File: src/rtl/muladd_pkg.sv
// Shared widths and serializer state for the multiply-add result path.
// The 8-word packer takes its widths from here as well.
package muladd_pkg;

    localparam int WORD_W    = 32;
    localparam int NUM_WORDS = 8;
    localparam int BLK_W     = WORD_W * NUM_WORDS;

    typedef enum logic {
        IDLE = 1'b0,
        SEND = 1'b1
    } ser_state_e;

endpackage

File: src/rtl/unshift_buffer_if.sv
// Block-in / word-out stream bundle for unshift_buffer.
// Signal names are seen from the serializer's side.
interface unshift_buffer_if #(
    parameter int WORD_W    = muladd_pkg::WORD_W,
    parameter int NUM_WORDS = muladd_pkg::NUM_WORDS
);

    logic [WORD_W*NUM_WORDS-1:0] data_i;
    logic                        data_valid_i;
    logic                        data_ready_o;
    logic [WORD_W-1:0]           data_o;
    logic                        wr_en_o;
    logic                        ready_i;
    logic                        last_o;

    modport slave (
        input  data_i, data_valid_i, ready_i,
        output data_ready_o, data_o, wr_en_o, last_o
    );

    modport master (
        output data_i, data_valid_i, ready_i,
        input  data_ready_o, data_o, wr_en_o, last_o
    );

endinterface

File: src/rtl/unshift_buffer.sv
// Block-to-word serializer: one wide block in, NUM_WORDS words out, MS word first,
// with a one-block staging register so consecutive blocks stream without a bubble.
module unshift_buffer
    import muladd_pkg::*;
#(
    parameter int WORD_W    = muladd_pkg::WORD_W,
    parameter int NUM_WORDS = muladd_pkg::NUM_WORDS
) (
    input logic             clk_data,
    input logic             rst_n,
    unshift_buffer_if.slave bus
);

    localparam int BLK_W_L = WORD_W * NUM_WORDS;
    localparam int CNT_W   = $clog2(NUM_WORDS);
    localparam logic [CNT_W-1:0] CNT_LAST = CNT_W'(NUM_WORDS - 1);

    ser_state_e         state_q, state_d;
    logic [CNT_W-1:0]   cnt_q,   cnt_d;
    logic [BLK_W_L-1:0] sr_q,    sr_d;
    logic [BLK_W_L-1:0] pend_q,  pend_d;
    logic               pend_v_q, pend_v_d;
    logic               rdy_q,   rdy_d;

    logic               accept;
    logic               xfer;
    logic [BLK_W_L-1:0] sr_shifted;

    assign accept     = bus.data_valid_i && rdy_q;
    assign xfer       = (state_q == SEND) && bus.ready_i;
    assign sr_shifted = {sr_q[BLK_W_L-WORD_W-1:0], {WORD_W{1'b0}}};

    always_comb begin
        // NOTE: every next-state signal gets its hold value first, so no path leaves
        // one unassigned and no latch is inferred.
        state_d  = state_q;
        cnt_d    = cnt_q;
        sr_d     = sr_q;
        pend_d   = pend_q;
        pend_v_d = pend_v_q;

        unique case (state_q)
            IDLE: begin
                if (accept) begin
                    sr_d    = bus.data_i;
                    cnt_d   = '0;
                    state_d = SEND;
                end
            end

            SEND: begin
                if (xfer && cnt_q == CNT_LAST) begin
                    cnt_d = '0;
                    if (pend_v_q) begin
                        sr_d     = pend_q;
                        pend_v_d = 1'b0;
                    end else if (accept) begin
                        sr_d = bus.data_i;
                    end else begin
                        sr_d    = sr_shifted;
                        state_d = IDLE;
                    end
                end else begin
                    if (xfer) begin
                        sr_d  = sr_shifted;
                        cnt_d = cnt_q + CNT_W'(1);
                    end
                    // Any accept not taken by the final-word reload is staged.
                    if (accept) begin
                        pend_d   = bus.data_i;
                        pend_v_d = 1'b1;
                    end
                end
            end

            default: state_d = IDLE;
        endcase

        // Ready is the registered image of "staging slot will be free".
        rdy_d = !pend_v_d;
    end

    always_ff @(posedge clk_data) begin
        if (!rst_n) begin
            // NOTE: the wide sr/pend registers are cleared too, so data_o reads 0 out of
            // reset and a dropped block leaves no residue behind.
            state_q  <= IDLE;
            cnt_q    <= '0;
            sr_q     <= '0;
            pend_q   <= '0;
            pend_v_q <= 1'b0;
            rdy_q    <= 1'b0;
        end else begin
            // NOTE: non-blocking assignments make every register sample the pre-edge
            // values, independent of statement order.
            state_q  <= state_d;
            cnt_q    <= cnt_d;
            sr_q     <= sr_d;
            pend_q   <= pend_d;
            pend_v_q <= pend_v_d;
            rdy_q    <= rdy_d;
        end
    end

    assign bus.data_o       = sr_q[BLK_W_L-1 -: WORD_W];
    assign bus.wr_en_o      = (state_q == SEND);
    assign bus.last_o       = (cnt_q == CNT_LAST);
    assign bus.data_ready_o = rdy_q;

endmodule

File: src/flat_wrapper.sv
// flat-port wrapper written by rule: the top's interface ports become plain ports
module unshift_buffer_flat import muladd_pkg::*;
#(
    parameter int WORD_W    = muladd_pkg::WORD_W,
    parameter int NUM_WORDS = muladd_pkg::NUM_WORDS
)
  (clk_data, rst_n, bus_data_i, bus_data_valid_i, bus_ready_i, bus_data_ready_o, bus_data_o, bus_wr_en_o, bus_last_o);
  unshift_buffer_if #(.WORD_W(WORD_W), .NUM_WORDS(NUM_WORDS)) bus_i ();
  input logic clk_data;
  input logic rst_n;
  input wire logic [$bits(bus_i.data_i)-1:0] bus_data_i;
  input wire logic [$bits(bus_i.data_valid_i)-1:0] bus_data_valid_i;
  input wire logic [$bits(bus_i.ready_i)-1:0] bus_ready_i;
  output wire logic [$bits(bus_i.data_ready_o)-1:0] bus_data_ready_o;
  output wire logic [$bits(bus_i.data_o)-1:0] bus_data_o;
  output wire logic [$bits(bus_i.wr_en_o)-1:0] bus_wr_en_o;
  output wire logic [$bits(bus_i.last_o)-1:0] bus_last_o;
  assign bus_i.data_i = bus_data_i;
  assign bus_i.data_valid_i = bus_data_valid_i;
  assign bus_i.ready_i = bus_ready_i;
  assign bus_data_ready_o = bus_i.data_ready_o;
  assign bus_data_o = bus_i.data_o;
  assign bus_wr_en_o = bus_i.wr_en_o;
  assign bus_last_o = bus_i.last_o;
  unshift_buffer #(.WORD_W(WORD_W), .NUM_WORDS(NUM_WORDS)) u_core (.clk_data(clk_data), .rst_n(rst_n), .bus(bus_i));
endmodule
File: config.mk
export PLATFORM = sky130hd
export DESIGN_NAME = unshift_buffer_flat
export DESIGN_NICKNAME = d
export VERILOG_FILES = /design/src/rtl/muladd_pkg.sv /design/src/rtl/unshift_buffer_if.sv /design/src/rtl/unshift_buffer.sv /design/src/flat_wrapper.sv
export SDC_FILE = /design/constraint.sdc
export NUM_CORES = 1
export LEC_CHECK = 0
export CAP_MARGIN = 20
export CORE_MARGIN = 2
export CORE_UTILIZATION = 45
export DETAILED_ROUTE_END_ITERATION = 12
export PLACE_DENSITY = 0.67
export SYNTH_ARGS = -nofsm -noshare
export SYNTH_HDL_FRONTEND = slang
export SYNTH_SLANG_ARGS = --single-unit
export TNS_END_PERCENT = 1
File: constraint.sdc
create_clock -name clk_data -period 2.5 [get_ports clk_data]
set_input_delay 0.75 -clock clk_data [delete_from_list [all_inputs] [get_ports clk_data]]
set_output_delay 0.75 -clock clk_data [all_outputs]
set_load 0.02 [all_outputs]
### Yosys cells after proc, flatten, opt, wreduce, memory -nomap -nowiden

Cells that the tools add are included.

| operators by class | value |
|---|---|
| $add $sub $neg | 1 |
| eq/ne operators | 3 |
| mux-type cells | 17 |
| bitwise logic cells | 2 |
| reduce and logical (&&, ||, !) cells | 6 |

Operator list:

| cell | count |
|---|---|
| $mux W256 | 5 |
| $pmux W256 S2 | 1 |
| $mux W3 | 3 |
| $mux W1 | 6 |
| $pmux W3 S2 | 1 |
| $add A3 B1 Y3 const B | 1 |
| $eq A3 B3 Y1 const B | 1 |
| $logic_and A1 B1 Y1 | 3 |
| $ne A3 B3 Y1 const B | 1 |
| $reduce_and A3 Y1 | 1 |
| $ne A2 B1 Y1 const B | 1 |
| $not A1 Y1 | 2 |
| $pmux W1 S2 | 1 |
| $reduce_and A2 Y1 | 1 |
| $logic_not A1 Y1 | 1 |

| word-level totals | value |
|---|---|
| register bits | 518 |
| output and inout port bits | 35 |

### Depth between registers and ports, before layout

Gate-level depths: netlist of run 1.

| logic depth | value |
|---|---|
| word-level depth | 5 |
| mapped depth | 9 |
| mapped depth without buffers | 6 |

### Worst setup path before layout of run 1

No wires, ideal clock.

| timing path | value |
|---|---|
| path kind | input to register |
| start point | input port bus_ready_i |
| end point | register u_core.sr_q[118] |
| setup time | 0.120 ns |
| arrival | 1.913 ns |
| data required time | 2.380 ns |
| path slack | 0.467 ns |
| stages on the path | 8 |
| cells stage by stage | buf_4 > nand3b_1 > or2_1 > buf_2 > buf_2 > buf_2 > o221ai_1 > o2bb2ai_2 |

| between the ends | value |
|---|---|
| cells in the longest elaborated chain, start to end | 4 |
| elaborated cells between the ends (all ways) | 6 |
| those cells by class | 1 x eq/ne; 2 x mux; 3 x reduce/logical |

Ends and longest elaborated chain:

| element | RTL line | source |
|---|---|---|
| from (decl) | flat_wrapper.sv:13 | `input wire logic [$bits(bus_i.ready_i)-1:0] bus_ready_i;` |
| $logic_and A1 B1 Y1 * | unshift_buffer.sv:30 | `assign xfer = (state_q == SEND) && bus.ready_i;` |
| $logic_and A1 B1 Y1 | unshift_buffer.sv:52 | `if (xfer && cnt_q == CNT_LAST) begin` |
| $mux W256 / $ne A3 B3 Y1 (equally long branches) | - |  |
| $pmux W256 S2 / $reduce_and A2 Y1 (equally long branches) | - |  |
| to (signal assigned) | unshift_buffer.sv:98 | `sr_q <= sr_d;` |
| to (decl) | unshift_buffer.sv:20 | `logic [BLK_W_L-1:0] sr_q, sr_d;` |

Mark *: on every way between the ends. The rest lies on a longest branch, timed or not.
A chain may end at the register's enable or synchronous reset.

### Worst setup path after layout of run 1

| timing path | value |
|---|---|
| start point | register u_core.state_q (netlist: u_core.bus.wr_en_o) |
| end point | output port bus_wr_en_o |

RTL lines:

| element | RTL line | source |
|---|---|---|
| from (decl) | unshift_buffer.sv:18 | `ser_state_e state_q, state_d;` |
| from (signal assigned) | unshift_buffer.sv:96 | `state_q <= state_d;` |
| to (decl) | flat_wrapper.sv:16 | `output wire logic [$bits(bus_i.wr_en_o)-1:0] bus_wr_en_o;` |

No word-level cell between the ends.

==> impl_metrics.json, run 1 <==
{
  "power_leakage_uw": 0.0112,
  "drc": 0,
  "start_util_pct": 45.8,
  "postLayoutCoreUtil_pct": 56.9,
  "finalNetCount": 3039,
  "crit_chain": "clkdlybuf4s50_1",
  "die_area_mm2": 0.0544,
  "critPathLaunchType": "flip-flop",
  "fin_crit_sh_pct": 97.3,
  "h-tree-depth": 2,
  "yosysTopAreaCell": "dfxtp_1",
  "maxSlewHeadroom_pct": 56.4,
  "drive_above_1_share_pct": 9.25,
  "irDropWorstVdd_uv": 572,
  "hold_slack_ps": 455,
  "critPathTopFamily": "buffers and inverters",
  "async_reset_ff_share_pct": 0,
  "tightest_slew_ps": 655,
  "post_drt_wl_per_cell_um": 23.1,
  "grt_remaining_overflow": 0,
  "clk_pin_slew_ps": 60,
  "num_vias": 21400,
  "numClockSinks": 518,
  "synth_cell_types": 35,
  "slew_violations": 0,
  "synth_cells": 2627,
  "synth_area_leaders": "dfxtp_1 44%, o221ai_1 8.3%, nand2_1 8.2%",
  "grt_usage_pct": 28.9,
  "grt_pass1_vias": 21000,
  "timing.fmax_mhz": 411,
  "path_max_fanout": 6,
  "crit_type": "reg2out",
  "fp.coreArea_mm2": 0.0516,
  "post_cts_buffers": 0,
  "io_pins": 295,
  "die_w_um": 233,
  "fill_cells": 4410,
  "grt_pass1_wl_mm": 123,
  "placed_cell_area_mm2": 0.0276,
  "syn_area_mm2": 0.0236,
  "place_congestion": 0.887,
  "ys_seq_area_share_pct": 43.9,
  "cts_tree": "done",
  "drtIter0Drc": 1976,
  "cp.required_ps": 1750,
  "startpoint": "u_core.bus.wr_en_o$_SDFF_PN0_",
  "dp_hpwl_mm": 54.3,
  "area_delta_synth_final_pct": 24.2,
  "setup_violations": 0,
  "syn_nets": 2889,
  "yosysWarnings": 0,
  "synth-seq-cells": 518,
  "p_per_area_mw_per_mm2": 673,
  "outcome": "complete, no violations",
  "r2r_start": "u_core.cnt_q[0]$_SDFFE_PN0P_",
  "rows": 83,
  "skew_ps": 25.2,
  "maxCapViolations": 0,
  "hp-class": "reg2reg",
  "layout_commonest_cell": "nand2_1",
  "clk_latency_ps": 620,
  "cts_buffers": 55,
  "port_buffers": 294,
  "hold_path_startpoint": "u_core.pend_q[224]$_SDFFE_PN0P_",
  "root_buffer": "clkbuf_16",
  "cpPeakStageDelay_ps": 640,
  "final_area_mm2": 0.0293,
  "die_y_um": 233,
  "wl_mm": 80.8,
  "via_per_inst": 6.11,
  "grt_start_max_net_pins": 118,
  "rsz0062_at_grt": "false",
  "synth_top_cell_area_share_pct": 43.9,
  "path_buf_inv": 1,
  "hold_violations": 0,
  "ant_nets": 0,
  "synth_edf_count": 0,
  "antenna_found_initial": 18,
  "syn_area_per_cell_um2": 8.99,
  "cp.arrival_ps": 1680,
  "mostFrequentLayoutCells": "518 x nand2_1, 517 x dfxtp_1, 292 x clkdlybuf4s50_1",
  "firstDrtPassIters": 5,
  "clock_path_buffers": 3,
  "cp-end-kind": "primary output",
  "fin_crit_ps": 2430,
  "postCtsHoldBufs": 0,
  "slowest_stage": "clkdlybuf4s50_1",
  "synth_ff_type": "dfxtp_1"
}
## kinds of logic after synthesis
logic type / synth area share (%)
AOI/OAI and AO/OA: 40.0
adders and majority gates: 0.106
buffers and inverters: 6.54
DFF: 43.9
muxes: 0.132
and+or+nand+nor: 9.34
## cell usage after synthesis (all sizes together), types with 2 or more instances
| master | number |
|---|---|
| mux2i | 2 |
| a21boi | 257 |
| a21o | 224 |
| buf | 153 |
| clkbuf | 157 |
| o21ai | 259 |
| dfxtp | 518 |
| nand3 | 2 |
| or2 | 2 |
| a21oi | 4 |
| o2bb2ai | 223 |
| nand2 | 518 |
| nor2 | 34 |
| and2 | 7 |
| a221oi | 32 |
| ha | 2 |
| o221ai | 224 |
| nor2b | 2 |
| and3 | 2 |
## per-layer routing
| layer | global-route usage, % | vias up | share of wire, % |
|---|---|---|---|
| met5 | 0 | - | 0.20 |
| met4 | 11.8 | 26 | 3.9 |
| met3 | 5.55 | 158 | 6.4 |
| met2 | 47.7 | 693 | 48 |
| met1 | 37.0 | 10600 | 42 |
| li1 | - | 9988 | - |
## worst paths after layout
kind / end / slack, ps / cells past startpoint
hold / removal: u_core.pend_q[224]$_SDFFE_PN0P_ / 460 / 2
hold reg to reg: u_core.pend_q[224]$_SDFFE_PN0P_ / 460 / 2
setup reg to reg: u_core.sr_q[130]$_SDFFE_PN0P_ / 340 / 7
setup / recovery: bus_wr_en_o / 70 / 1
## report_power, final
part	internal [uW]	total, uW	switching [uW]	leakage, uW
registers	8700	9130	424	0.00422
logic	1260	2560	1300	0.00612
clock network	4630	8060	3430	0.000879
total	14600	19800	5160	0.0112
## metrics by stage
| stage | setup slack [ps] | total power (uW) | std cells | setup TNS, ps |
|---|---|---|---|---|
| floorplan | 467 | 10500 | 2627 | 0 |
| global placement | -156 | 11800 | 3400 | -25500 |
| detailed placement | -217 | 11800 | 3400 | -40650 |
| CTS | 8.85 | 19900 | 3501 | 0 |
| global route | 25.9 | 20500 | 3503 | 0 |
| finish | 66.4 | 19800 | 3506 | 0 |
## area by class of cell
class,count,area [um2],area share [%]
Timing Repair Buffer,403,4580,15.6
Sequential cell,518,10400,35.3
Antenna cell,5,12.5,0.0426
Tap cell,680,851,2.90
Clock buffer,79,1560,5.30
Clock inverter,22,200,0.682
Multi-Input combinational cell,1799,11800,40.1
## sequential cells by signal, summed over array words and instances (netlist names), named ones only
name and cells:
u_core.bus.data_ready_o 1, u_core.cnt_q 3, u_core.pend_q 256, u_core.bus.wr_en_o 1, u_core.sr_q 256
## repair_timing
action	in CTS	in global routing
setup endpoints to repair	2	1
gates resized for setup	4	2
cloned	0	0
endpoints found under the hold margin	0	0
Power figures use the tool's default switching activity.
==> run 2: changes to the inputs <==
CELL_PAD_IN_SITES_DETAIL_PLACEMENT = 1   (was not set)
CELL_PAD_IN_SITES_GLOBAL_PLACEMENT = 1   (was not set)
CORE_UTILIZATION = 43   (was 45)
PLACE_DENSITY = 0.79   (was 0.67)
==> run 2 against run 1 <==
  * Largest power group unchanged
  * Combinational power grew 5%
  * Clock-buffer cell count did not move
  * Worst setup slack better by 21 ps
  * First-iteration DRC count is 10% lower
  * Clock skew decreased by 9.2 ps
  * Final area up 2.4%
  * Sequential cell count is the same
  * Routed wire length is 10% higher
==> impl_metrics.json, run 2 (synthesis results as in run 1) <==
{
  "maxCapViolations": 0,
  "place_congestion": 0.871,
  "hold_violations": 0,
  "grtUsageMet1_pct": 36.6,
  "rsz0062_at_grt": "false",
  "drive_above_1_share_pct": 10.7,
  "hold_slack_ps": 463,
  "grt_pass1_wl_mm": 137,
  "finalNetCount": 3072,
  "die_w_um": 238,
  "h-tree-depth": 2,
  "grt_remaining_overflow": 0,
  "p_total_uw": 20900,
  "irDropWorstVdd_uv": 490,
  "grt_usage_pct": 30.7,
  "hp-class": "reg2reg",
  "post_drt_wl_per_cell_um": 25.1,
  "num_vias": 22000,
  "grt_start_max_net_pins": 93,
  "clk_pin_slew_ps": 60,
  "wl_mm": 89.3,
  "cp-end-kind": "primary output",
  "via_per_inst": 6.19,
  "root_buffer": "clkbuf_16",
  "layout_setup_ws_ps": 87.6,
  "crit_type": "reg2out",
  "fp.coreArea_mm2": 0.0540,
  "dp_hpwl_mm": 61.7,
  "drtIter0Drc": 1771,
  "dp_cells": 3447,
  "numClockSinks": 518,
  "grtUsageMet3_pct": 4.70,
  "maxSlewHeadroom_pct": 65.6,
  "firstDrtPassIters": 4,
  "die_area_mm2": 0.0568,
  "mostFrequentLayoutCells": "518 x nand2_1, 517 x dfxtp_1, 291 x clkdlybuf4s50_1",
  "grt_pass1_vias": 23200,
  "layout_commonest_cell": "nand2_1",
  "p_per_area_mw_per_mm2": 696,
  "cp.required_ps": 1750,
  "setup_violations": 0,
  "drc": 0,
  "skew_ps": 16.0,
  "timing.fmax_mhz": 415,
  "placed_cell_area_mm2": 0.0280,
  "instances_no_fill": 3555,
  "largestRegisters": "u_core.pend_q x256, u_core.sr_q x256, u_core.cnt_q x3",
  "io_pins": 295,
  "cts_tree": "done",
  "start_util_pct": 43.7,
  "pre_cts_ws_ps": -143,
  "area_delta_synth_final_pct": 27.2,
  "tightest_slew_ps": 517,
  "slew_violations": 0,
  "clk_latency_ps": 620,
  "final_area_mm2": 0.0300,
  "cp.arrival_ps": 1660,
  "die_y_um": 238,
  "postCtsHoldBufs": 0,
  "power_leakage_uw": 0.0116,
  "ant_nets": 0,
  "fin_crit_sh_pct": 96.5,
  "rows": 85,
  "fin_crit_ps": 2410,
  "port_buffers": 294,
  "critPathLaunchType": "flip-flop",
  "grtUsageMet2_pct": 54.6,
  "busiest_layer": "met2",
  "antenna_found_initial": 7,
  "path_max_fanout": 5,
  "outcome": "complete, no violations",
  "clock_path_buffers": 3,
  "cts_buffers": 57
}
==> run 2: area by class of cell <==
type                            count  area (um2)
Clock inverter                     26         340
Multi-Input combinational cell   1799       11800
Sequential cell                   518       10400
Clock buffer                       79        1670
Timing Repair Buffer              434        5010
Tap cell                          696         871
Fill cell                        5968       24000
Antenna cell                        3        7.51
==> run 2: stage by stage <==
step	setup TNS, ps	util [%]
after floorplan	0	-
after global placement	-149	51.9
after detailed placement	-10670	51.9
after CTS	0	55.6
after global routing	0	55.6
final	0	55.6
==> run 2: worst paths after layout <==
kind                                      start  slack (ps)                            end  cells past startpoint
setup / recovery   u_core.cnt_q[0]$_SDFFE_PN0P_          90                     bus_last_o                      3
hold / removal    u_core.sr_q[232]$_SDFFE_PN0P_         460  u_core.sr_q[232]$_SDFFE_PN0P_                      1
setup reg to reg   u_core.cnt_q[0]$_SDFFE_PN0P_         370   u_core.sr_q[29]$_SDFFE_PN0P_                      8
hold reg to reg   u_core.sr_q[232]$_SDFFE_PN0P_         460  u_core.sr_q[232]$_SDFFE_PN0P_                      1
==> run 2: power breakdown <==
| group | leakage (uW) | total, uW | internal, uW | switching, uW |
|---|---|---|---|---|
| combinational | 0.00634 | 2690 | 1300 | 1390 |
| sequential | 0.00422 | 9160 | 8700 | 454 |
| clock | 0.00100 | 9060 | 5460 | 3590 |
==> run 2: repair_timing <==
item,in CTS,in global routing
setup buffers,0,0
pin swaps,0,0
endpoints found under the setup margin,2,1
resized for setup,6,1
==> run 2: worst max-delay path, cell delays in order, from the launching register on <==
cell and delay, ps:
dfxtp_1 380, ha_1 230, ha_4 180, clkdlybuf4s15_2 260
==> run 2: routing by layer <==
layer	part of all wire, %	up-vias
li1	-	10000
met4	4.7	6
met5	0.039	-
met1	41	11100
met3	4.8	188
met2	50	613
==> RTL edit, RTL diff (config.mk and constraints of run 1) <==
Make the reset (`rst_n`) asynchronous in one clocked block.
--- a/src/rtl/unshift_buffer.sv
+++ b/src/rtl/unshift_buffer.sv
@@ -80,7 +80,7 @@
         rdy_d = !pend_v_d;
     end
 
-    always_ff @(posedge clk_data) begin
+    always_ff @(posedge clk_data or negedge rst_n) begin
         if (!rst_n) begin
             // NOTE: the wide sr/pend registers are cleared too, so data_o reads 0 out of
             // reset and a dropped block leaves no residue behind.
Function: not settled (the Yosys comparison gave no result); the edit may change what the design does.
==> RTL edit against run 1 <==
Cell count increased by 3.6%. Sequential share of layout area increased by 3.0 points. Routed wire length increased by 9.6%. First-iteration DRC count increased by 1.0%. Synthesized area increased by 16%. Final area increased by 15%. Sequential cell count unchanged. Worst setup slack improved by 0.038 ns.
Power is not compared: it rests on default switching activity, and its combinational part moved more than twofold at a synthesized area within 25%.
==> RTL edit: results (changes against run 1) <==
initial antenna violation count=13 (-5); top post-synthesis cells by area=dfrtp_1 47%, mux2_2 20%, o211ai_1 6.1%; count of distinct cell types in the synthesized netlist=34 (-2.9%); post-synthesis mux area share=0.197 (+0.196); Max stage delay on crit path=0.62 ns (-0.02 ns); hold depth=1 (-1); crit path DAT=1.65 ns (-0.03 ns); final core occ=0.561 (-0.00745); HP Start=u_core.pend_q[121]$_DFFE_PN0P_; syn avg cell area=10.5 um2 (+17%); FILL cells=5062 (+15%); Synth Flop Type=dfrtp_1; area post-placement=32000 um2 (+16%); final WL=88600 um (+9.6%); worst-path fanout max=2 (-4); total track usage=0.276 (-0.0135); Hold Path End=u_core.pend_q[121]$_DFFE_PN0P_; ratio of cells with drive above 1 in the final layout=0.263 (+0.170); status=completed; first-pass GRT wire length=137000 um (+11%); detailed placer's ending HPWL=59300 um (+9.2%); fin nets=3063 (+0.79%); R2R Path End=u_core.sr_q[84]$_DFFE_PN0P_; syn nets=2863 (-0.90%); r2r setup slk=0.38 ns (+0.04 ns); met3 Use GR=0.0419 (-0.0136); GP Congestion=0.890 (+0.30%); First DRT Iteration DRCs=1996 (+1.0%); Largest regs=u_core.pend_q (256), u_core.sr_q (256), u_core.cnt_q (3); largest net degree at the start of global routing=122 (+3.4%); GRT met2 Usage=0.457 (-0.0201); total CTS buffers=57 (+3.6%); Worst R2R Start=u_core.cnt_q[0]$_DFFE_PN0P_; final std cells w/o fill=3631 (+3.6%); met1 GRT Util=0.362 (-0.00846); total number of vias=23100 (+7.7%); FFs w/ async S/R, synth=1.00 (+1.00); worst rel slew slack=0.579 (+0.0157); Hold Crit Class=flip-flop to flip-flop; commonest cells in the netlist=518 x dfrtp_1, 480 x mux2_2, 258 x o21ai_0, 225 x a31oi_1, 225 x nor3_1; Max Freq=417 MHz (+1.6%); WHS=0.500 ns (+0.0448 ns); placed cell count=3523 (+3.6%); share of the yosys chip area belonging to registers=0.473 (+0.0337); Adder-Cell Fraction of Synth Area=0.000912 (-0.000147); Post-Place Worst Slack=-0.107 ns (+0.110 ns)
RTL edit: cells by family after synthesis:
| logic type | count (synthesis) |
|---|---|
| AOI/OAI and AO/OA | 744 |
| adders and majority gates | 2 |
| buffers and inverters | 362 |
| DFF | 518 |
| muxes | 480 |
| and+or+nand+nor | 495 |
RTL edit: per-layer routing:
layer / up-vias / share of wire
met1: 11700 / 0.41
met5: - / 0.0010
li1: 10200 / -
met3: 207 / 0.062
met2: 910 / 0.48
met4: 14 / 0.044
RTL edit: area by class of cell:
class                   instances  share of cell area
diodes                          7            0.000517
clock buffers                  88              0.0482
clock inverters                12             0.00550
inverters                      33             0.00366
multi-input cells            1721               0.374
flip-flops and latches        518               0.383
well taps                     782              0.0289
repair buffers                470               0.156
RTL edit: timing repair:
action,CTS,global route
resized for setup,5,1
setup endpoints to repair,3,1
hold buffers,1,0
endpoints found under the hold margin,15,0
RTL edit: report_power, final:
part / switching [mW] / leakage, nW / internal [mW]
sequential: 0 / 7.07 / 8.39
clock: 3.56 / 0.887 / 4.79
combinational: 0.396 / 7.12 / 0.406
RTL edit: worst max path at each step:
stage / depth (start not counted) / from / end
after CTS: 3 / u_core.cnt_q[0]$_DFFE_PN0P_ / bus_last_o
after global routing: 1 / u_core.sr_q[229]$_DFFE_PN0P_ / bus_data_o[5]
after global placement: 7 / bus_ready_i / u_core.sr_q[169]$_DFFE_PN0P_
after floorplan: 8 / u_core.cnt_q[0]$_DFFE_PN0P_ / u_core.pend_q[201]$_DFFE_PN0P_
final: 1 / u_core.sr_q[226]$_DFFE_PN0P_ / bus_data_o[2]
after detailed placement: 7 / bus_ready_i / u_core.sr_q[169]$_DFFE_PN0P_
